<file path="src/rtl/pc_gen.sv">
// Fetch-stage program-counter generator: sequential advance under a valid/ready
// handshake, with trap, branch/jump and return-address-stack redirects.
module pc_gen #(
  parameter int              XLEN         = 32,
  parameter logic [XLEN-1:0] RESET_VECTOR = '0,
  parameter logic [XLEN-1:0] TRAP_VECTOR  = XLEN'(4),
  parameter int              ALIGN        = 2,
  parameter int              RAS_DEPTH    = 4
) (
  input  logic            clk,
  input  logic            rst,
  input  logic            fetch_ready,
  output logic            fetch_valid,
  output logic [XLEN-1:0] pc_out,
  input  logic            trap_valid,
  input  logic            redirect_valid,
  input  logic [XLEN-1:0] redirect_target,
  input  logic            ras_push,
  input  logic [XLEN-1:0] ras_push_addr,
  input  logic            ras_pop,
  output logic            ras_empty,
  output logic            misalign_trap,
  output logic [XLEN-1:0] bad_addr,
  output logic            state_dbg
);

  // Handshake: pc_out is offered whenever fetch_valid=1 and is consumed on a
  // rising edge where fetch_ready=1; without a redirect it holds until then.

  localparam int              PTR_W      = $clog2(RAS_DEPTH);
  localparam int              CNT_W      = PTR_W + 1;
  localparam logic [XLEN-1:0] STEP       = XLEN'(1) << ALIGN;
  localparam logic [XLEN-1:0] ALIGN_MASK = STEP - XLEN'(1);
  localparam logic [CNT_W-1:0] CNT_FULL  = CNT_W'(RAS_DEPTH);

  typedef enum logic {BOOT = 1'b0, RUN = 1'b1} state_e;

  state_e           state_q, state_d;
  logic [XLEN-1:0]  pc_q, pc_d;
  logic             mis_q, mis_d;
  logic [XLEN-1:0]  bad_q, bad_d;
  logic [PTR_W-1:0] top_q, top_d;
  logic [CNT_W-1:0] cnt_q, cnt_d;
  logic [XLEN-1:0]  ras_q [RAS_DEPTH];

  logic             wr_en;
  logic [PTR_W-1:0] wr_idx;
  logic             misaligned;
  logic             pop_ok;

  assign misaligned = |(redirect_target & ALIGN_MASK);
  assign pop_ok     = ras_pop && (cnt_q != '0);

  always_comb begin
    state_d = state_q;
    pc_d    = pc_q;
    mis_d   = 1'b0;
    bad_d   = bad_q;
    top_d   = top_q;
    cnt_d   = cnt_q;
    wr_en   = 1'b0;
    wr_idx  = top_q + PTR_W'(1);
    if (state_q == BOOT) begin
      state_d = RUN;
    end else if (trap_valid) begin
      pc_d  = TRAP_VECTOR;
      cnt_d = '0;
    end else if (pop_ok && !redirect_valid) begin
      pc_d = ras_q[top_q];
      if (ras_push) begin
        // Push+pop swaps the top entry in place; depth is unchanged.
        wr_en  = 1'b1;
        wr_idx = top_q;
      end else begin
        top_d = top_q - PTR_W'(1);
        cnt_d = cnt_q - CNT_W'(1);
      end
    end else begin
      if (redirect_valid) begin
        if (misaligned) begin
          pc_d  = TRAP_VECTOR;
          mis_d = 1'b1;
          bad_d = redirect_target;
        end else begin
          pc_d = redirect_target;
        end
      end else if (fetch_ready) begin
        pc_d = pc_q + STEP;
      end
      if (ras_push) begin
        // At full the pointer wraps onto the oldest entry.
        wr_en = 1'b1;
        top_d = top_q + PTR_W'(1);
        if (cnt_q != CNT_FULL) cnt_d = cnt_q + CNT_W'(1);
      end
    end
  end

  always_ff @(posedge clk) begin
    if (rst) begin
      state_q <= BOOT;
      pc_q    <= RESET_VECTOR;
      mis_q   <= 1'b0;
      bad_q   <= '0;
      top_q   <= '0;
      cnt_q   <= '0;
    end else begin
      state_q <= state_d;
      pc_q    <= pc_d;
      mis_q   <= mis_d;
      bad_q   <= bad_d;
      top_q   <= top_d;
      cnt_q   <= cnt_d;
    end
  end

  always_ff @(posedge clk) begin
    if (!rst && wr_en) ras_q[wr_idx] <= ras_push_addr;
  end

  assign fetch_valid   = (state_q == RUN);
  assign pc_out        = pc_q;
  assign ras_empty     = (cnt_q == '0);
  assign misalign_trap = mis_q;
  assign bad_addr      = bad_q;
  assign state_dbg     = state_q;

endmodule
</file>
<file path="config.mk">
export PLATFORM = sky130hd
export DESIGN_NAME = pc_gen
export DESIGN_NICKNAME = d
export VERILOG_FILES = /design/src/rtl/pc_gen.sv
export SDC_FILE = /design/constraint.sdc
export NUM_CORES = 1
export LEC_CHECK = 0
export ABC_AREA = 1
export CORE_MARGIN = 10
export CORE_UTILIZATION = 54
export CTS_CLUSTER_SIZE = 10
export DETAILED_ROUTE_END_ITERATION = 6
export PLACE_DENSITY = 0.76
export SYNTH_ARGS = -nofsm -noshare
export SYNTH_HDL_FRONTEND = slang
export SYNTH_SLANG_ARGS = --single-unit
</file>
<file path="constraint.sdc">
create_clock -name clk -period 5.15 [get_ports clk]
set_clock_uncertainty 0.1 [all_clocks]
set_input_delay 1.2875 -clock clk [delete_from_list [all_inputs] [get_ports clk]]
set_output_delay 1.2875 -clock clk [all_outputs]
set_load 0.1 [all_outputs]
</file>
# Word-level counts from Yosys, hierarchy flattened
# Memories as Yosys holds them, arrays and structs flattened. A register that Yosys moved wholly into a read port is not among the register bits.
# Cells that the tools add are included.
# word_totals
ff_bits,71
mem_bits_rw,128
input_bits,71
output_inout_bits,68
word_cells,62
mem_count,1
# classes
n_addsub,5
n_eq_ne,3
n_mux,26
bitwise_logic,4
reduce_logical,17
# mem_list
name,words,width,rd,rd_ports_with_merged_regs,write_ports,line,source
ras_q,4,32,1,1,1,44,logic [XLEN-1:0] ras_q [RAS_DEPTH];
# ops
cell,count
$mux 32,5
$add 32x3->32 const B,1
$mux 2,9
$mux 3,5
$reduce_bool 3->1,3
$reduce_and 4->1,2
$mux 1,7
$ne 3x3->1 const B,2
$reduce_and 5->1,1
$reduce_or 5->1,1
$not 1->1,4
$reduce_bool 4->1,1
$add 3x1->3 const B,1
$logic_and 1x1->1,3
$logic_not 3->1,1
$sub 3x1->3 const B,1
$add 2x1->2 const B,1
$logic_not 1->1,2
$ne 2x2->1 const B,1
$reduce_and 2->1,1
$reduce_bool 2->1,1
$reduce_or 2->1,1
$sub 2x1->2 const B,1

# Longest topological paths before layout
# Gate-level depths: netlist (run 1).
# logic_depth
depth_word,7
mapped_depth,12
ltp_nobuf,12

# Worst setup path after synthesis (run 1)
# OpenSTA, ideal clock, no wires.
# synth_path
path_type,input -> register
startpoint,input port redirect_valid
endpoint,"memory ras_q[2][0], enable pin"
setup_time_ns,0.421
arrival_ns,3.509
t_required_ns,4.629
path_slack_ns,1.120
path_stages,9
n_path_buf,1
path_cell_list,buf_2 inv_4 nand3_4 inv_2 nand3_1 xor2_1 inv_1 nand2_1 nor2_1
# synth_between
elab_chain_cells,5
# synth_lines
element,line,source
from (decl),16,"input logic redirect_valid,"
$logic_not 1->1,68,end else if (pop_ok && !redirect_valid) begin
$logic_and 1x1->1,68,
$mux 2,68,
$mux 2,65,end else if (trap_valid) begin
$mux 2,63,if (state_q == BOOT) begin
to (decl),44,
# Every way passes these cells.

# Worst setup path in the final report (run 1)
# layout_path
startpoint,register cnt_q[0]
endpoint,output port ras_empty
# layout_between
elab_chain_cells,1
# layout_lines
element,line,source
from (decl),43,"logic [CNT_W-1:0] cnt_q, cnt_d;"
from (signal assigned),113,cnt_q <= cnt_d;
$logic_not 3->1,123,assign ras_empty = (cnt_q == '0);
to (decl),21,"output logic ras_empty,"
# Every way passes these cells.

==> impl_metrics.ini, run 1 <==
[clock_network]
cts_hold_buffers = 0
cts_setup_buffers = 0
root_buffer = clkbuf_16
htree_levels = 1
worst_skew_pair.late_latency_ps = 530
cts_tree = built
cts_made_buffers = 24
path_clk_slew_ps = 60
clock-sinks = 201
cts_max_path_buffers = 3
ctsResizeCount = 0

[floorplan]
core-area_um2 = 16500
die_area_um2 = 22300
die_y_um = 149
ios = 139
initial_core_util = 0.549
rows = 47
die_width_um = 149

[final_layout]
n_antenna_cell = 0
seq_area_um2 = 5310
syn_to_final_growth_pct = 24.4
fin_nets = 1156
multi_input_comb_area_um2 = 3260
fillCellCount = 1327
post_route_cells_drive_above_1_share = 0.0820

[global_routing]
use_met3 = 0.0385
use_met2 = 0.325
busiest_layer = met2
use_met1 = 0.274
grt_max_degree = 66
overflow = 0
grt_pass1_wl_mm = 36.4
gr-usage-all-layers = 0.202
grt_pass1_vias = 6845
grt_antenna_before_repair = 0

[worst_hold_path]
min_path_type = flop to flop
min_from = bad_addr[1]
hold_depth = 2
hold-path-endpoint = bad_addr[1]

[worst_setup_path]
ff2ff_setup_slack_ps = 2570
cp_slowest_stage_delay_ps = 1130
critPathArrivalTime_ps = 2280
end_kind = output pin
worstPathRequired_ps = 3760
start_kind = flop
cp_slowest_cell = clkdlybuf4s50_1
critPathKind = flop to output pin
r2r-end = ras_q[1][15]
critPathMaxFanout = 3
reg2reg_depth = 9
r2r_start = cnt_q[1]
crit_chain = inv_2, nand3_2, inv_1, clkdlybuf4s50_1

[sta]
min_period_ps = 3670
rsz0062_at_grt = no
fmax_ghz = 0.273
maxSlewViolCount = 0
fin_tns_setup_ps = 0
finalCritPeriodShare = 0.712
finalHoldViolations = 0
max-slew-margin-rel = 0.294
setup_viol = 0
layout_setup_ws_ps = 1480
worstMarginPinSlew_ps = 1060

[pwr]
vdd_drop_max_mv = 0.273
leakage_nw = 3.97
powerDensity_nw_per_um2 = 336

[synthesis]
synth_area_um2 = 9030
ys_seq_area_frac = 0.587
synth_seq_cells = 201
yosys.cell_types.count = 44
ys_warn_count = 0
syn_area_per_cell_um2 = 9.39
syn-num-nets = 1035
synth_cells = 962

[routing]
drt_wl_total_mm = 23.5
routedWlPerCell_um = 17.8
vias = 7334
drcViolationCount = 0
antenna_left = 0
viasPerCell = 5.56
drt-initial-drc-count = 797
first_pass_iters = 5

[run_status]
status = finished, final reports clean

[place]
gp_congestion = 0.904
port_buffers = 138
hpwl_mm = 15.5
pre_cts_ws_ps = 1060

[flow_run]
drv_cap = 0
==> worst max-delay path by stage <==
stage / start / endpoint / slack (ps)
6_report: cnt_q[0] / ras_empty / 1480
5_1_grt: redirect_valid / ras_q[3][15] / 1360
4_1_cts: cnt_q[0] / ras_empty / 1460
3_5_place_dp: redirect_valid / ras_q[1][27] / 1060
3_3_place_gp: redirect_valid / ras_q[2][25] / 1140
2_1_floorplan: redirect_valid / ras_q[2][0] / 1120
==> Yosys cell counts, drive strengths merged <==
| cell type | number | share of area |
|---|---|---|
| o21ai | 128 | 0.071 |
| nand4 | 4 | 0.0028 |
| edfxtp | 128 | 0.43 |
| o22ai | 5 | 0.0035 |
| nand3 | 44 | 0.029 |
| fa | 1 | 0.0022 |
| a21oi | 63 | 0.037 |
| or2 | 2 | 0.0014 |
| nand3b | 7 | 0.0058 |
| nor3b | 2 | 0.0028 |
| a32oi | 2 | 0.0019 |
| a31oi | 15 | 0.010 |
| nor4 | 1 | 0.00069 |
| clkbuf | 25 | 0.010 |
| nor2 | 176 | 0.083 |
| inv | 61 | 0.026 |
| xnor2 | 7 | 0.0076 |
| a211oi | 2 | 0.0017 |
| nor3 | 5 | 0.0033 |
| xor2 | 9 | 0.0087 |
| o21bai | 4 | 0.0042 |
| nand2 | 155 | 0.068 |
| ha | 1 | 0.0014 |
| o211ai | 5 | 0.0042 |
| dfxtp | 73 | 0.16 |
| o221ai | 10 | 0.0097 |
| buf | 27 | 0.016 |
==> metrics by stage <==
| step | power [W] | hold slack (ps) | area (µm²) | cells | util |
|---|---|---|---|---|---|
| after detailed placement | 0.00229 | 376 | 10500 | 1277 | 0.639 |
| after floorplan | 0.00213 | 376 | 9030 | 962 | - |
| after CTS | 0.00380 | 389 | 11200 | 1318 | 0.683 |
| final | 0.00378 | 384 | 11200 | 1318 | 0.683 |
| after global routing | 0.00390 | 410 | 11200 | 1318 | 0.683 |
| after global placement | 0.00228 | 361 | 10500 | 1277 | 0.639 |
==> critical path: cells and delay by family, from the launching register on <==
kind,cells,cell delay (ps)
flip-flops,1,330
buffers and inverters,3,1300
AND/OR/NAND/NOR,1,130
==> registers in the layout, summed over array words and instances, names as in the netlist, named ones only <==
| register | count |
|---|---|
| ras_q | 128 |
| bad_addr | 32 |
| pc_out | 32 |
| cnt_q | 3 |
| top_q | 2 |
| fetch_valid | 1 |
| misalign_trap | 1 |
==> report_power, final <==
| group | internal (W) | switching, W | total (W) |
|---|---|---|---|
| Clock | 0.000896 | 0.000625 | 0.00152 |
| Combinational | 0.000142 | 0.000346 | 0.000488 |
| Sequential | 0.00175 | 0.0000252 | 0.00177 |
==> cells in the final DEF (no fill, tap or decap), drive strengths merged, types with 4 or more instances in the layout <==
cell type      netlist  final
nand4                4      4
nor3                 5      5
o21bai               4      4
o221ai              10     10
nand3b               7      7
o22ai                5      5
dfxtp               73     73
o211ai               5      5
edfxtp             128    128
nor2               176    176
inv                 61     61
buf                 27      9
a21oi               63     63
clkbuf              25     39
o21ai              128    128
xor2                 9      9
nand2              155    155
nand3               44     44
a31oi               15     15
clkdlybuf4s50        0    138
xnor2                7      7
==> cells by family (layout without fill, tap and decap cells) <==
logic type / count (synthesis) / count (layout) / synth area share
simple gates: 396 / 396 / 0.197
compound gates: 234 / 234 / 0.143
flops: 201 / 201 / 0.587
buf+inv: 113 / 249 / 0.0524
xor+xnor: 16 / 16 / 0.0163
fa+ha+maj: 2 / 2 / 0.00360
==> cell type report <==
| type | count | area share |
|---|---|---|
| inverters | 61 | 0.0206 |
| clock inverters | 2 | 0.00312 |
| well taps | 220 | 0.0245 |
| repair buffers | 147 | 0.129 |
| flip-flops and latches | 201 | 0.472 |
| multi-input cells | 648 | 0.290 |
| clock buffers | 39 | 0.0602 |
==> metal layers <==
layer  part of all wire  wire length (µm)
met5                  0                 0
met4              0.021               484
met3              0.080              1880
met2               0.46             10800
met1               0.44             10300
No activity file was read; power rests on OpenSTA's default activity.
==> run 2: changes to the inputs <==
--- a/config.mk
+++ b/config.mk
@@ -7,10 +7,10 @@
 export LEC_CHECK = 0
 export ABC_AREA = 1
 export CORE_MARGIN = 10
-export CORE_UTILIZATION = 54
+export CORE_UTILIZATION = 49
 export CTS_CLUSTER_SIZE = 10
 export DETAILED_ROUTE_END_ITERATION = 6
-export PLACE_DENSITY = 0.76
+export PLACE_DENSITY = 0.73
 export SYNTH_ARGS = -nofsm -noshare
 export SYNTH_HDL_FRONTEND = slang
 export SYNTH_SLANG_ARGS = --single-unit
==> constraint.sdc (replaced) <==
create_clock -name clk -period 3.1 [get_ports clk]
set_clock_uncertainty 0.1 [all_clocks]
set_input_delay 0.775 -clock clk [delete_from_list [all_inputs] [get_ports clk]]
set_output_delay 0.775 -clock clk [all_outputs]
set_load 0.1 [all_outputs]
==> impl_metrics.ini, run 2 (synthesis results as in run 1) <==
[sta]
min_period_ps = 2390
worstMarginPinSlew_ps = 610
rsz0062_at_grt = no
layout_setup_ws_ps = 705
setup_viol = 0
finalCritPeriodShare = 0.773
holdWs_ps = 384
finalHoldViolations = 0
max-slew-margin-rel = 0.593
fmax_ghz = 0.418
maxSlewViolCount = 0

[final_layout]
largest_reg_flops = 128
fin_nets = 1167
final_core_util = 0.621
layout_commonest_cell = nor2_1
syn_to_final_growth_pct = 23.9
final_cell_mix = nor2_1 (157), nand2_1 (147), edfxtp_1 (128), o21ai_0 (123), buf_4 (82)
regMostFlops = ras_q
fillCellCount = 1546
post_route_cells_drive_above_1_share = 0.153
n_antenna_cell = 0

[pwr]
p_switching_w = 0.00163
powerDensity_nw_per_um2 = 553
power.internal_w = 0.00456
vdd_drop_max_mv = 0.470
power.share.sequential = 0.475
sw_frac_of_total = 0.264
combPwrFrac = 0.131
leakage_nw = 4.15
power_w = 0.00619
p_clk_frac = 0.393

[worst_setup_path]
cp_slowest_cell = clkdlybuf4s50_1
critPathKind = input pin to flop
ff2ff_setup_slack_ps = 950
start_kind = input pin
r2r-end = ras_q[2][9]
cp_slowest_stage_delay_ps = 530
critPathArrivalTime_ps = 2510
crit_chain = clkdlybuf4s50_1, nor2_1, nand3_1, nand2_1, xnor2_1, inv_1, nor2_2, buf_12
critPathMaxFanout = 32
r2r_start = fetch_valid
end_kind = flop
reg2reg_depth = 8
worstPathRequired_ps = 3210

[clock_network]
cts_setup_buffers = 0
path_clk_slew_ps = 50
cts_max_path_buffers = 3
worst_skew_pair.late_latency_ps = 520
htree_levels = 1
clock-sinks = 201
cts_tree = built
root_buffer = clkbuf_16
cts_made_buffers = 24
ctsResizeCount = 0
cts_hold_buffers = 0

[place]
port_buffers = 138
hpwl_mm = 16.5
pre_cts_ws_ps = 222
gp_congestion = 0.892

[floorplan]
die_y_um = 156
die_area_um2 = 24300
die_width_um = 156
rows = 49
core-area_um2 = 18000
initial_core_util = 0.501
ios = 139

[global_routing]
grt_pass1_vias = 7110
gr-usage-all-layers = 0.192
grt_pass1_wl_mm = 38.0
grt_antenna_before_repair = 0
grt_max_degree = 65
overflow = 0

[routing]
routedWlPerCell_um = 18.1
viasPerCell = 5.44
drt_wl_total_mm = 24.1
drt-initial-drc-count = 572
first_pass_iters = 5
antenna_left = 0
drcViolationCount = 0
vias = 7235

[worst_hold_path]
min_path_type = flop to flop
min_from = bad_addr[7]
hold-path-endpoint = bad_addr[7]
hold_depth = 2

[run_status]
status = finished, final reports clean

[flow_run]
drv_cap = 0
==> run 2: cell count changes in the layout (fill, tap and decap cells not counted), sizes merged <==
cell           before  now
buf                 9   88
clkdlybuf4s50     138   70
clkbuf             39   30
==> run 2: area by class of cell <==
type                       count  area [µm²]  share of cell area
tap                          229         287              0.0256
inverter                      61         231              0.0207
multi-input combinational    648        3260               0.292
clock buffer                  30         633              0.0566
timing repair buffer         158        1440               0.128
clock inverter                 2        35.0             0.00313
sequential                   201        5310               0.474
==> run 2: per-layer routing <==
| layer | up-vias | share of wire | wire, µm | track usage |
|---|---|---|---|---|
| li1 | 3567 | - | - | - |
| met5 | - | 0 | 0 | 0 |
| met1 | 3359 | 0.44 | 10600 | 0.253 |
| met2 | 270 | 0.46 | 11100 | 0.310 |
| met3 | 39 | 0.073 | 1770 | 0.0416 |
| met4 | 0 | 0.022 | 528 | 0.0548 |
==> run 2: power groups by stage <==
| stage | registers, W | logic, W | clock network, W |
|---|---|---|---|
| after global placement | 0.00300 | 0.000805 | 0 |
| after global routing | 0.00295 | 0.000870 | 0.00261 |
| after CTS | 0.00294 | 0.000816 | 0.00249 |
| after floorplan | 0.00324 | 0.000290 | 0 |
| after detailed placement | 0.00300 | 0.000812 | 0 |
| final | 0.00294 | 0.000814 | 0.00243 |
==> run 2: worst max path at each step <==
stage | start | to | slack, ps | cells past startpoint
final | trap_valid | ras_q[2][9] | 710 | 8
after global routing | ras_push | ras_q[3][5] | 620 | 6
after CTS | trap_valid | ras_q[2][4] | 760 | 8
after detailed placement | trap_valid | ras_q[3][6] | 220 | 8
after global placement | redirect_valid | pc_out[5] | 280 | 8
after floorplan | fetch_valid | ras_q[2][0] | -500 | 7
==> run 2: worst max-delay path, delay by kind of cell <==
| family | cells | cell delay, ps |
|---|---|---|
| buffers and inverters | 3 | 870 |
| AND/OR/NAND/NOR | 4 | 680 |
| XOR/XNOR | 1 | 150 |
==> run 2: per-stage QoR <==
step	instance area, µm²	std cells	setup TNS, ps
after floorplan	9030	962	-62340
after global placement	10500	1297	0
after detailed placement	10500	1297	0
after CTS	11200	1329	0
after global routing	11200	1329	0
final	11200	1329	0
==> run 3: changes to the inputs <==
--- a/config.mk
+++ b/config.mk
@@ -7,10 +7,10 @@
 export LEC_CHECK = 0
 export ABC_AREA = 1
 export CORE_MARGIN = 10
-export CORE_UTILIZATION = 49
+export CORE_UTILIZATION = 54
 export CTS_CLUSTER_SIZE = 10
 export DETAILED_ROUTE_END_ITERATION = 6
-export PLACE_DENSITY = 0.73
+export PLACE_DENSITY = 0.76
 export SYNTH_ARGS = -nofsm -noshare
 export SYNTH_HDL_FRONTEND = slang
 export SYNTH_SLANG_ARGS = --single-unit
==> constraint.sdc (replaced) <==
create_clock -name clk -period 2.3 [get_ports clk]
set_clock_uncertainty 0.1 [all_clocks]
set_input_delay 0.575 -clock clk [delete_from_list [all_inputs] [get_ports clk]]
set_output_delay 0.575 -clock clk [all_outputs]
set_load 0.1 [all_outputs]
==> impl_metrics.ini, run 3 (synthesis results as in run 1) <==
[run_status]
status = finished, final reports clean

[sta]
fmax_ghz = 0.460
holdWs_ps = 382
worstMarginPinSlew_ps = 424
min_period_ps = 2180
setup_viol = 0
max-slew-margin-rel = 0.717
fin_tns_setup_ps = 0
maxSlewViolCount = 0
finalHoldViolations = 0
finalCritPeriodShare = 0.946
rsz0062_at_grt = no

[global_routing]
grt_max_degree = 49
grt_pass1_wl_mm = 39.0
grt_antenna_before_repair = 0
use_met3 = 0.0464
busiest_layer = met2
grt_pass1_vias = 7269
gr-usage-all-layers = 0.217
use_met1 = 0.290
overflow = 0
use_met2 = 0.349

[final_layout]
n_antenna_cell = 0
largest_reg_flops = 128
regMostFlops = ras_q
finalInstanceArea_um2 = 11900
layout_commonest_cell = nor2_1
syn_to_final_growth_pct = 31.7
fin_nets = 1197
final_core_util = 0.723
final_cell_count_no_fill = 1361
post_route_cells_drive_above_1_share = 0.182
final_cell_mix = nor2_1 (157), nand2_1 (144), edfxtp_1 (128), o21ai_0 (123), buf_4 (81)

[floorplan]
die_y_um = 149
initial_core_util = 0.549
rows = 47
core-area_um2 = 16500
ios = 139
die_width_um = 149
die_area_um2 = 22300

[worst_setup_path]
end_kind = flop
reg2reg_depth = 9
crit_family = buffers and inverters
startpoint = redirect_valid
ff2ff_setup_slack_ps = 300
cp_slowest_cell = clkdlybuf4s50_1
start_kind = input pin
crit_chain = clkdlybuf4s50_1, inv_8, nand3_4, inv_4, nand3_2, xor2_1, nand2_2, nor2_4, buf_12
cp_slowest_stage_delay_ps = 570
critical_path_buf_inv_count = 4
worstPathRequired_ps = 2430
r2r-end = ras_q[3][8]
critPathMaxFanout = 18
critPathArrivalTime_ps = 2300
critPathKind = input pin to flop
r2r_start = cnt_q[1]

[clock_network]
cts_setup_buffers = 0
htree_levels = 1
cts_made_buffers = 24
clock-sinks = 201
root_buffer = clkbuf_16
cts_tree = built
worst_skew_pair.late_latency_ps = 520
cts_hold_buffers = 0
path_clk_slew_ps = 50
cts_max_path_buffers = 3
ctsResizeCount = 0

[routing]
drcViolationCount = 0
drt_wl_total_mm = 24.7
viasPerCell = 5.48
first_pass_iters = 5
drt-initial-drc-count = 683
antenna_left = 0
routedWlPerCell_um = 18.2
vias = 7463

[place]
port_buffers = 138
hpwl_mm = 17.7
dpl_cell_area_um2 = 11200
dp_cells = 1318
gp_congestion = 0.901

[worst_hold_path]
hold-path-endpoint = bad_addr[5]
hold_depth = 2
min_path_type = flop to flop
min_from = bad_addr[5]

[flow_run]
drv_cap = 0

[pwr]
powerDensity_nw_per_um2 = 722
leakage_nw = 4.42
vdd_drop_max_mv = 0.669
-- run 3: changes by cell type in the layout (fill, tap and decap cells not counted), sizes merged --
cell    delta
buf       +30
clkbuf    +11
-- run 3: routing by layer --
| metal | wire, µm | vias to the layer above |
|---|---|---|
| li1 | - | 3630 |
| met1 | 10600 | 3443 |
| met2 | 11400 | 344 |
| met3 | 2160 | 46 |
| met4 | 638 | 0 |
| met5 | 0 | - |
-- run 3: stage by stage --
stage                     power, W  worst slack (ps)
final                      0.00860               125
after global routing       0.00887              46.3
after CTS                  0.00865               147
after detailed placement   0.00524              -391
after global placement     0.00522              -373
after floorplan            0.00477              -123
-- run 3: worst max-delay path by stage --
stage | end | slack [ps] | cells past startpoint
final | ras_q[3][8] | 120 | 9
after global routing | ras_q[1][18] | 50 | 9
after CTS | ras_q[3][15] | 150 | 10
after detailed placement | ras_q[3][12] | -390 | 9
after global placement | ras_q[0][17] | -370 | 10
after floorplan | ras_q[2][0] | -120 | 9
-- run 3: power breakdown --
| part | internal (W) | leakage (nW) | switching [W] |
|---|---|---|---|
| registers | 0.00391 | 1.75 | 0.0000700 |
| logic | 0.000398 | 2.33 | 0.000798 |
| clock network | 0.00202 | 0.343 | 0.00140 |
| total | 0.00633 | 4.42 | 0.00227 |
-- run 3: tightest hold or removal path: stages, from the launching register on --
cell     delay [ps]
dfxtp_1         320
nor2_1           50
nor2_1           80
-- run 3: final cells by class --
cell class | instances | area [µm²]
sequential | 201 | 5310
fill | 1197 | 4570
multi-input combinational | 648 | 3300
timing repair buffer | 188 | 2050
clock buffer | 41 | 684
tap | 220 | 275
inverter | 61 | 239
clock inverter | 2 | 35.0
